===== src/rtl/muldiv_pkg.sv =====
// Shared types and decode helpers for the iterative M-extension unit.
package muldiv_pkg;

    typedef enum logic [2:0] {
        OP_MUL    = 3'b000,
        OP_MULH   = 3'b001,
        OP_MULHSU = 3'b010,
        OP_MULHU  = 3'b011,
        OP_DIV    = 3'b100,
        OP_DIVU   = 3'b101,
        OP_REM    = 3'b110,
        OP_REMU   = 3'b111
    } op_e;

    typedef enum logic [1:0] {
        S_IDLE,
        S_CALC,
        S_FIX,
        S_DONE
    } state_e;

    function automatic logic is_div(op_e op);
        return op[2];
    endfunction

    function automatic logic is_rem(op_e op);
        return op[2] & op[1];
    endfunction

    function automatic logic is_signed_a(op_e op);
        return (op == OP_MUL) || (op == OP_MULH) ||
               (op == OP_MULHSU) || (op == OP_DIV) ||
               (op == OP_REM);
    endfunction

    function automatic logic is_signed_b(op_e op);
        return (op == OP_MUL) || (op == OP_MULH) ||
               (op == OP_DIV) || (op == OP_REM);
    endfunction

endpackage


===== src/rtl/muldiv_if.sv =====
// Request/result handshake bundle between the execute stage and muldiv_iter.
interface muldiv_if #(
    parameter int XLEN = 32
);
    logic            start_i;
    logic            ready_o;
    logic [2:0]      op_i;
    logic [XLEN-1:0] rs1_i;
    logic [XLEN-1:0] rs2_i;
    logic            kill_i;
    logic            valid_o;
    logic            result_ready_i;
    logic [XLEN-1:0] result_o;

    modport slave (
        input  start_i, op_i, rs1_i, rs2_i,
        input  kill_i, result_ready_i,
        output ready_o, valid_o, result_o
    );

    modport master (
        output start_i, op_i, rs1_i, rs2_i,
        output kill_i, result_ready_i,
        input  ready_o, valid_o, result_o
    );
endinterface


===== src/rtl/muldiv_signfix.sv =====
// Sign correction applied to the magnitude product, quotient or remainder.
module muldiv_signfix
    import muldiv_pkg::*;
#(
    parameter int XLEN = 32
) (
    input  logic [2*XLEN-1:0] i_acc,
    input  logic              i_neg_a,
    input  logic              i_neg_b,
    input  op_e               i_op,
    output logic [XLEN-1:0]   o_result
);
    logic [2*XLEN-1:0] w_prod;
    logic [XLEN-1:0]   w_quo;
    logic [XLEN-1:0]   w_rem;
    logic              w_diff;

    always_comb begin
        w_diff = i_neg_a ^ i_neg_b;
        w_prod = w_diff ? -i_acc : i_acc;
        w_quo  = w_diff ? -i_acc[XLEN-1:0] : i_acc[XLEN-1:0];
        // remainder follows the dividend's sign only
        w_rem  = i_neg_a ? -i_acc[2*XLEN-1:XLEN]
                         : i_acc[2*XLEN-1:XLEN];
        o_result = '0;
        unique case (i_op)
            OP_MUL:    o_result = w_prod[XLEN-1:0];
            OP_MULH:   o_result = w_prod[2*XLEN-1:XLEN];
            OP_MULHSU: o_result = w_prod[2*XLEN-1:XLEN];
            OP_MULHU:  o_result = w_prod[2*XLEN-1:XLEN];
            OP_DIV:    o_result = w_quo;
            OP_DIVU:   o_result = w_quo;
            OP_REM:    o_result = w_rem;
            OP_REMU:   o_result = w_rem;
        endcase
    end
endmodule


===== src/rtl/muldiv_iter.sv =====
// Iterative radix-2 multiply / restoring divide on magnitudes,
// one bit per cycle, followed by a single sign-fix cycle.
module muldiv_iter
    import muldiv_pkg::*;
#(
    parameter int XLEN = 32
) (
    input  logic     clk_i,
    input  logic     reset_i,
    muldiv_if.slave  bus
);
    localparam int CW = $clog2(XLEN);

    state_e            r_state;
    state_e            w_next;
    op_e               r_op;
    logic              r_neg_a;
    logic              r_neg_b;
    logic [CW-1:0]     r_cnt;
    logic [2*XLEN-1:0] r_acc;
    logic [XLEN-1:0]   r_opnd;
    logic [XLEN-1:0]   r_result;

    op_e               w_op;
    logic              w_neg_a;
    logic              w_neg_b;
    logic [XLEN-1:0]   w_mag_a;
    logic [XLEN-1:0]   w_mag_b;
    logic              w_div0;
    logic              w_ovf;
    logic              w_special;
    logic [XLEN-1:0]   w_special_res;
    logic              w_accept;
    logic [XLEN:0]     w_sum;
    logic [XLEN:0]     w_trial;
    logic [2*XLEN-1:0] w_mul_nxt;
    logic [2*XLEN-1:0] w_div_nxt;
    logic [XLEN-1:0]   w_fix;

    always_comb begin
        w_op    = op_e'(bus.op_i);
        w_neg_a = is_signed_a(w_op) & bus.rs1_i[XLEN-1];
        w_neg_b = is_signed_b(w_op) & bus.rs2_i[XLEN-1];
        w_mag_a = w_neg_a ? -bus.rs1_i : bus.rs1_i;
        w_mag_b = w_neg_b ? -bus.rs2_i : bus.rs2_i;
        w_div0  = is_div(w_op) && (bus.rs2_i == '0);
        w_ovf   = ((w_op == OP_DIV) || (w_op == OP_REM)) &&
                  (bus.rs1_i == {1'b1, {(XLEN-1){1'b0}}}) &&
                  (bus.rs2_i == '1);
        w_special = w_div0 | w_ovf;
        if (is_rem(w_op))
            w_special_res = w_div0 ? bus.rs1_i : '0;
        else
            w_special_res = w_div0 ? '1 : bus.rs1_i;
        w_accept = bus.start_i && !bus.kill_i &&
                   (r_state == S_IDLE);
    end

    // acc = {partial hi, multiplier} / {remainder, dividend->quotient}
    always_comb begin
        w_sum = {1'b0, r_acc[2*XLEN-1:XLEN]} +
                (r_acc[0] ? {1'b0, r_opnd} : '0);
        w_mul_nxt = {w_sum, r_acc[XLEN-1:1]};
        w_trial = r_acc[2*XLEN-1:XLEN-1] - {1'b0, r_opnd};
        if (w_trial[XLEN])
            w_div_nxt = {r_acc[2*XLEN-2:0], 1'b0};
        else
            w_div_nxt = {w_trial[XLEN-1:0],
                         r_acc[XLEN-2:0], 1'b1};
    end

    muldiv_signfix #(.XLEN(XLEN)) u_signfix (
        .i_acc    (r_acc),
        .i_neg_a  (r_neg_a),
        .i_neg_b  (r_neg_b),
        .i_op     (r_op),
        .o_result (w_fix)
    );

    always_comb begin
        w_next = r_state;
        unique case (r_state)
            S_IDLE: if (w_accept)
                        w_next = w_special ? S_DONE : S_CALC;
            S_CALC: if (r_cnt == '0) w_next = S_FIX;
            S_FIX:  w_next = S_DONE;
            S_DONE: if (bus.result_ready_i) w_next = S_IDLE;
        endcase
        if (bus.kill_i) w_next = S_IDLE;
    end

    always_ff @(posedge clk_i or posedge reset_i) begin
        if (reset_i) begin
            r_state  <= S_IDLE;
            r_op     <= OP_MUL;
            r_neg_a  <= 1'b0;
            r_neg_b  <= 1'b0;
            r_cnt    <= '0;
            r_acc    <= '0;
            r_opnd   <= '0;
            r_result <= '0;
        end else begin
            r_state <= w_next;
            if (w_accept) begin
                r_op    <= w_op;
                r_neg_a <= w_neg_a;
                r_neg_b <= w_neg_b;
                r_cnt   <= CW'(XLEN-1);
                if (is_div(w_op)) begin
                    r_opnd <= w_mag_b;
                    r_acc  <= {{XLEN{1'b0}}, w_mag_a};
                end else begin
                    r_opnd <= w_mag_a;
                    r_acc  <= {{XLEN{1'b0}}, w_mag_b};
                end
                if (w_special) r_result <= w_special_res;
            end else if (!bus.kill_i) begin
                if (r_state == S_CALC) begin
                    r_acc <= is_div(r_op) ? w_div_nxt : w_mul_nxt;
                    r_cnt <= r_cnt - 1'b1;
                end else if (r_state == S_FIX) begin
                    r_result <= w_fix;
                end
            end
        end
    end

    assign bus.ready_o  = (r_state == S_IDLE);
    assign bus.valid_o  = (r_state == S_DONE);
    assign bus.result_o = r_result;
endmodule


===== src/flat_wrapper.sv =====
// flat-port wrapper written by rule: the top's interface ports become plain ports
module muldiv_iter_flat import muldiv_pkg::*;
#(
    parameter int XLEN = 32
)
  (clk_i, reset_i, bus_start_i, bus_op_i, bus_rs1_i, bus_rs2_i, bus_kill_i, bus_result_ready_i, bus_ready_o, bus_valid_o, bus_result_o);
  muldiv_if #(.XLEN(XLEN)) bus_i ();
  input  logic clk_i;
  input  logic reset_i;
  input wire logic [$bits(bus_i.start_i)-1:0] bus_start_i;
  input wire logic [$bits(bus_i.op_i)-1:0] bus_op_i;
  input wire logic [$bits(bus_i.rs1_i)-1:0] bus_rs1_i;
  input wire logic [$bits(bus_i.rs2_i)-1:0] bus_rs2_i;
  input wire logic [$bits(bus_i.kill_i)-1:0] bus_kill_i;
  input wire logic [$bits(bus_i.result_ready_i)-1:0] bus_result_ready_i;
  output wire logic [$bits(bus_i.ready_o)-1:0] bus_ready_o;
  output wire logic [$bits(bus_i.valid_o)-1:0] bus_valid_o;
  output wire logic [$bits(bus_i.result_o)-1:0] bus_result_o;
  assign bus_i.start_i = bus_start_i;
  assign bus_i.op_i = bus_op_i;
  assign bus_i.rs1_i = bus_rs1_i;
  assign bus_i.rs2_i = bus_rs2_i;
  assign bus_i.kill_i = bus_kill_i;
  assign bus_i.result_ready_i = bus_result_ready_i;
  assign bus_ready_o = bus_i.ready_o;
  assign bus_valid_o = bus_i.valid_o;
  assign bus_result_o = bus_i.result_o;
  muldiv_iter #(.XLEN(XLEN)) u_core (.clk_i(clk_i), .reset_i(reset_i), .bus(bus_i));
endmodule

===== config.mk =====
export PLATFORM = sky130hd
export DESIGN_NAME = muldiv_iter_flat
export DESIGN_NICKNAME = d
export VERILOG_FILES = /design/src/rtl/muldiv_pkg.sv /design/src/rtl/muldiv_if.sv /design/src/rtl/muldiv_signfix.sv /design/src/rtl/muldiv_iter.sv /design/src/flat_wrapper.sv
export SDC_FILE = /design/constraint.sdc
export NUM_CORES = 1
export LEC_CHECK = 0
export ABC_AREA = 1
export BUFFER_PORTS_ARGS = -buffer_cell sky130_fd_sc_hd__buf_2
export CORE_UTILIZATION = 40
export CTS_CLUSTER_DIAMETER = 40
export CTS_CLUSTER_SIZE = 14
export DETAILED_ROUTE_END_ITERATION = 7
export GPL_ROUTABILITY_DRIVEN = 0
export SYNTH_ARGS = -nofsm -noshare
export SYNTH_HDL_FRONTEND = slang
export SYNTH_SLANG_ARGS = --single-unit
export TNS_END_PERCENT = 10

===== constraint.sdc =====
create_clock -name clk_i -period 3.9 [get_ports clk_i]
set_clock_uncertainty 0.2 [all_clocks]
set_input_delay 0.195 -clock clk_i [delete_from_list [all_inputs] [get_ports clk_i]]
set_output_delay 0.195 -clock clk_i [all_outputs]
set_load 0.01 [all_outputs]

==> results_dict.tcl <==
set metrics [dict create \
    status "finished clean" \
    synth_ff_type "dfrtp_1" \
    clk_path_buf_depth 2 \
    holdPathStages 5 \
    diodes 0 \
    first_iter_violations 2578 \
    slew_headroom 0.261 \
    overflow 0 \
    ys_warn_count 0 \
    worst_setup_path_end_kind "register" \
    async_flop_share 1.00 \
    max_stage_delay_ns 0.52 \
    syn_to_final_growth_pct 10.0 \
    synth-compound-area-share 0.145 \
    leakage_uw 0.0105 \
    yosys.area_share.adder 0.0533 \
    cpMostUsedCell "nand2_1" \
    route.vias.total 21900 \
    htree_levels 4 \
    start_kind "register" \
    rows 78 \
    synthMuxAreaShare 0 \
    synth-seq-cells 140 \
    post_cts_buffers 0 \
    clock-sinks 140 \
    peakVddDrop_mv 0.445 \
    first_pass_iters 7 \
    wire_per_inst_um 19.4 \
    cellPowerDensity_nw_per_um2 880 \
    coreArea_um2 45300 \
    arrival_ns 3.55 \
    crit_fanout 31 \
    hold_class "input pin to register" \
    grt_use_total 0.330 \
    min_to "u_core.bus.result_o[18]$_DFFE_PP0P_" \
    synth_top_family_by_area "simple AND/OR/NAND/NOR gates" \
    synth_fp_nets 3458 \
    maxSlewViolCount 0 \
    seq_area_frac_synth 0.191 \
    crit_required_ns 4.09 \
    die_w_um 216 \
    period_share 0.863 \
    synth_edf_count 0 \
    crit_chain "inv_1 -> ha_1 -> fa_1 -> inv_1 -> nand3_1 -> nand2_1 -> nand2_1 -> nand2_1 -> nand2_1 -> nand2_2 -> nand2_2 -> nand2_2 -> nand2_4 -> nand2_2 -> nand3_1 -> nand3_1 -> nand2_1 -> nand2_1" \
    worst-r2r-cell-count 18 \
    syn_inst 3309 \
    fmax_ghz 0.297 \
    rr_endpoint "u_core.r_acc[49]$_DFFE_PP0P_" \
    ioPinCount 106 \
    reg2reg_slack_ns 0.54 \
    synth_xor_area_frac 0.0382 \
    routed_wirelength_um 77500 \
    cts_tree "yes" \
    clock_latency_ns 0.45 \
    grt_pass1_wl_um 118000 \
    first_global_vias 19800 \
    fin_crit_ns 3.36 \
    worst_slew_pin_slew_ns 1.11 \
    grt_setup_unrepaired "no" \
    viasPerCell 5.48 \
    start_util 0.405 \
    layout-drive-gt1-share 0.0718 \
    ant_nets 0 \
    drv_cap 0 \
    dieArea_um2 46800 \
    drc 0 \
    worstReg2RegStart "u_core.r_acc[31]$_DFFE_PP0P_" \
    netlist_area_um2 18400 \
    holdCritStartpoint "bus_rs1_i[18]" \
    hold_viol 0 \
    synth_cell_types 49 \
    yosys.area_share.simple 0.447 \
    fillers 5145 \
    holdWs_ns 0.0142 \
    cts-root-buf "clkbuf_16" \
    syn-mean-instance-area_um2 5.55 \
    slowest_stage "nand2_2" \
    clk_pin_slew_ns 0.06 \
    setup_viol 0 \
    antenna_found_initial 0 \
    grt_max_degree 65 \
    path_class "register to register" \
    post-dp-hpwl_um 62100 \
    layout.nets 3533 \
    cts_buffers 17 \
    tns_ns 0 \
    numPortBuffers 105 \
    die_y_um 216 \
]
==> worst max-delay path: cells and delay by family, from the launching register on <==
family	cells	cell delay (ns)
adder cells (fa/ha/maj)	2	0.63
buffers and inverters	2	0.23
flip-flops	1	0.44
AND/OR/NAND/NOR	14	1.79
==> final cells by class <==
cell class,count,area [µm²],area share
multi-input cells,2582,12600,0.622
well taps,600,751,0.0372
repair buffers,160,1020,0.0505
flip-flops and latches,140,3500,0.173
inverters,483,1820,0.0899
clock inverters,12,116,0.00576
clock buffers,19,433,0.0214
==> power breakdown <==
group          internal, µW  switching [µW]  leakage (µW)
Combinational          3960            9010       0.00860
Sequential             2080            1120       0.00167
Clock                   880             733      0.000264
Total                  6920           10900        0.0105
==> routing by layer <==
| metal | share of wire | routed length (µm) | up-vias | global-route usage |
|---|---|---|---|---|
| li1 | - | - | 10800 | - |
| met1 | 0.43 | 33500 | 9841 | 0.461 |
| met2 | 0.42 | 32500 | 1135 | 0.496 |
| met3 | 0.093 | 7200 | 182 | 0.0436 |
| met4 | 0.055 | 4280 | 0 | 0.169 |
| met5 | 0 | 0 | - | 0 |
==> registers in the layout (all words and copies together) (netlist names) <==
name and cells:
u_core.r_cnt 5, u_core.r_acc 64, u_core.r_neg_a 1, u_core.r_state 2, u_core.r_opnd 32, u_core.r_op 3
u_core.r_neg_b 1, u_core.bus.result_o 32
==> worst max-delay path by stage <==
stage	start	to	slack (ns)	cells past startpoint
final	u_core.r_acc[31]$_DFFE_PP0P_	u_core.r_acc[49]$_DFFE_PP0P_	0.54	18
after global routing	u_core.r_acc[31]$_DFFE_PP0P_	u_core.r_acc[42]$_DFFE_PP0P_	0.26	17
after CTS	u_core.r_acc[31]$_DFFE_PP0P_	u_core.r_acc[61]$_DFFE_PP0P_	0.58	18
after detailed placement	u_core.r_acc[31]$_DFFE_PP0P_	u_core.r_acc[39]$_DFFE_PP0P_	0.59	17
after global placement	u_core.r_acc[31]$_DFFE_PP0P_	u_core.r_acc[39]$_DFFE_PP0P_	0.68	17
after floorplan	u_core.r_acc[0]$_DFFE_PP0P_	u_core.r_acc[49]$_DFFE_PP0P_	0.98	21
==> cell families after synthesis <==
family,after synthesis
AOI/OAI and AO/OA,458
xor gates and xnor gates,80
DFF,140
adders and majority gates,77
buffers and inverters,587
and+or+nand+nor,1967
==> timing repair <==
action                                  in CTS  in global routing
hold endpoints to repair                    50                  0
resized for setup                            0                  0
endpoints found under the setup margin       0                  0
hold buffers                                18                  0
==> synth_stat cells (29+ instances only) <==
library cell  number  area [µm²]
buf_2             29         145
o21ai_0          182         911
nand3_1          352        1760
nand2_1         1126        4230
a21oi_1          138         691
clkbuf_1          48         180
inv_1            474        1780
xor2_1            56         490
ha_1              75         938
dfrtp_1          140        3500
o211ai_1          36         270
nor2_1           364        1370
a221oi_1          30         263
nand4_1           33         206
==> metrics by stage <==
step	setup slack [ns]	util	instances	total power, µW	area [µm²]
final	0.536	0.446	3996	17800	20200
after global routing	0.260	0.446	3996	19200	20200
after CTS	0.576	0.446	3996	17300	20200
after detailed placement	0.593	0.430	3947	15700	19500
after global placement	0.677	0.430	3947	15700	19500
after floorplan	0.982	-	3309	11700	18400
==> placed cells by master, fill, tap and decap left out, types with 5 or more instances in the layout <==
cell type,Yosys,routed
dfrtp_1,140,140
o211ai_1,36,36
o21ai_0,182,182
a22oi_1,5,5
o21bai_1,10,10
o221ai_1,7,7
a31oi_1,6,6
nor3_1,20,20
or2_2,8,8
nand3_1,352,351
nor2_4,7,8
xnor2_1,24,24
nand2_1,1126,1126
buf_2,29,105
nand4_1,33,33
nor2_2,15,15
inv_2,7,8
nor2_1,364,363
inv_1,474,473
dlygate4sd3_1,0,18
a21oi_2,11,11
xor2_1,56,56
a221oi_1,30,30
nor4_1,5,5
clkbuf_16,0,17
nand3b_1,14,14
ha_1,75,75
nand2_2,8,8
buf_4,2,34
a21oi_1,138,138
o21ai_1,15,15
Power figures use the tool's default switching activity.
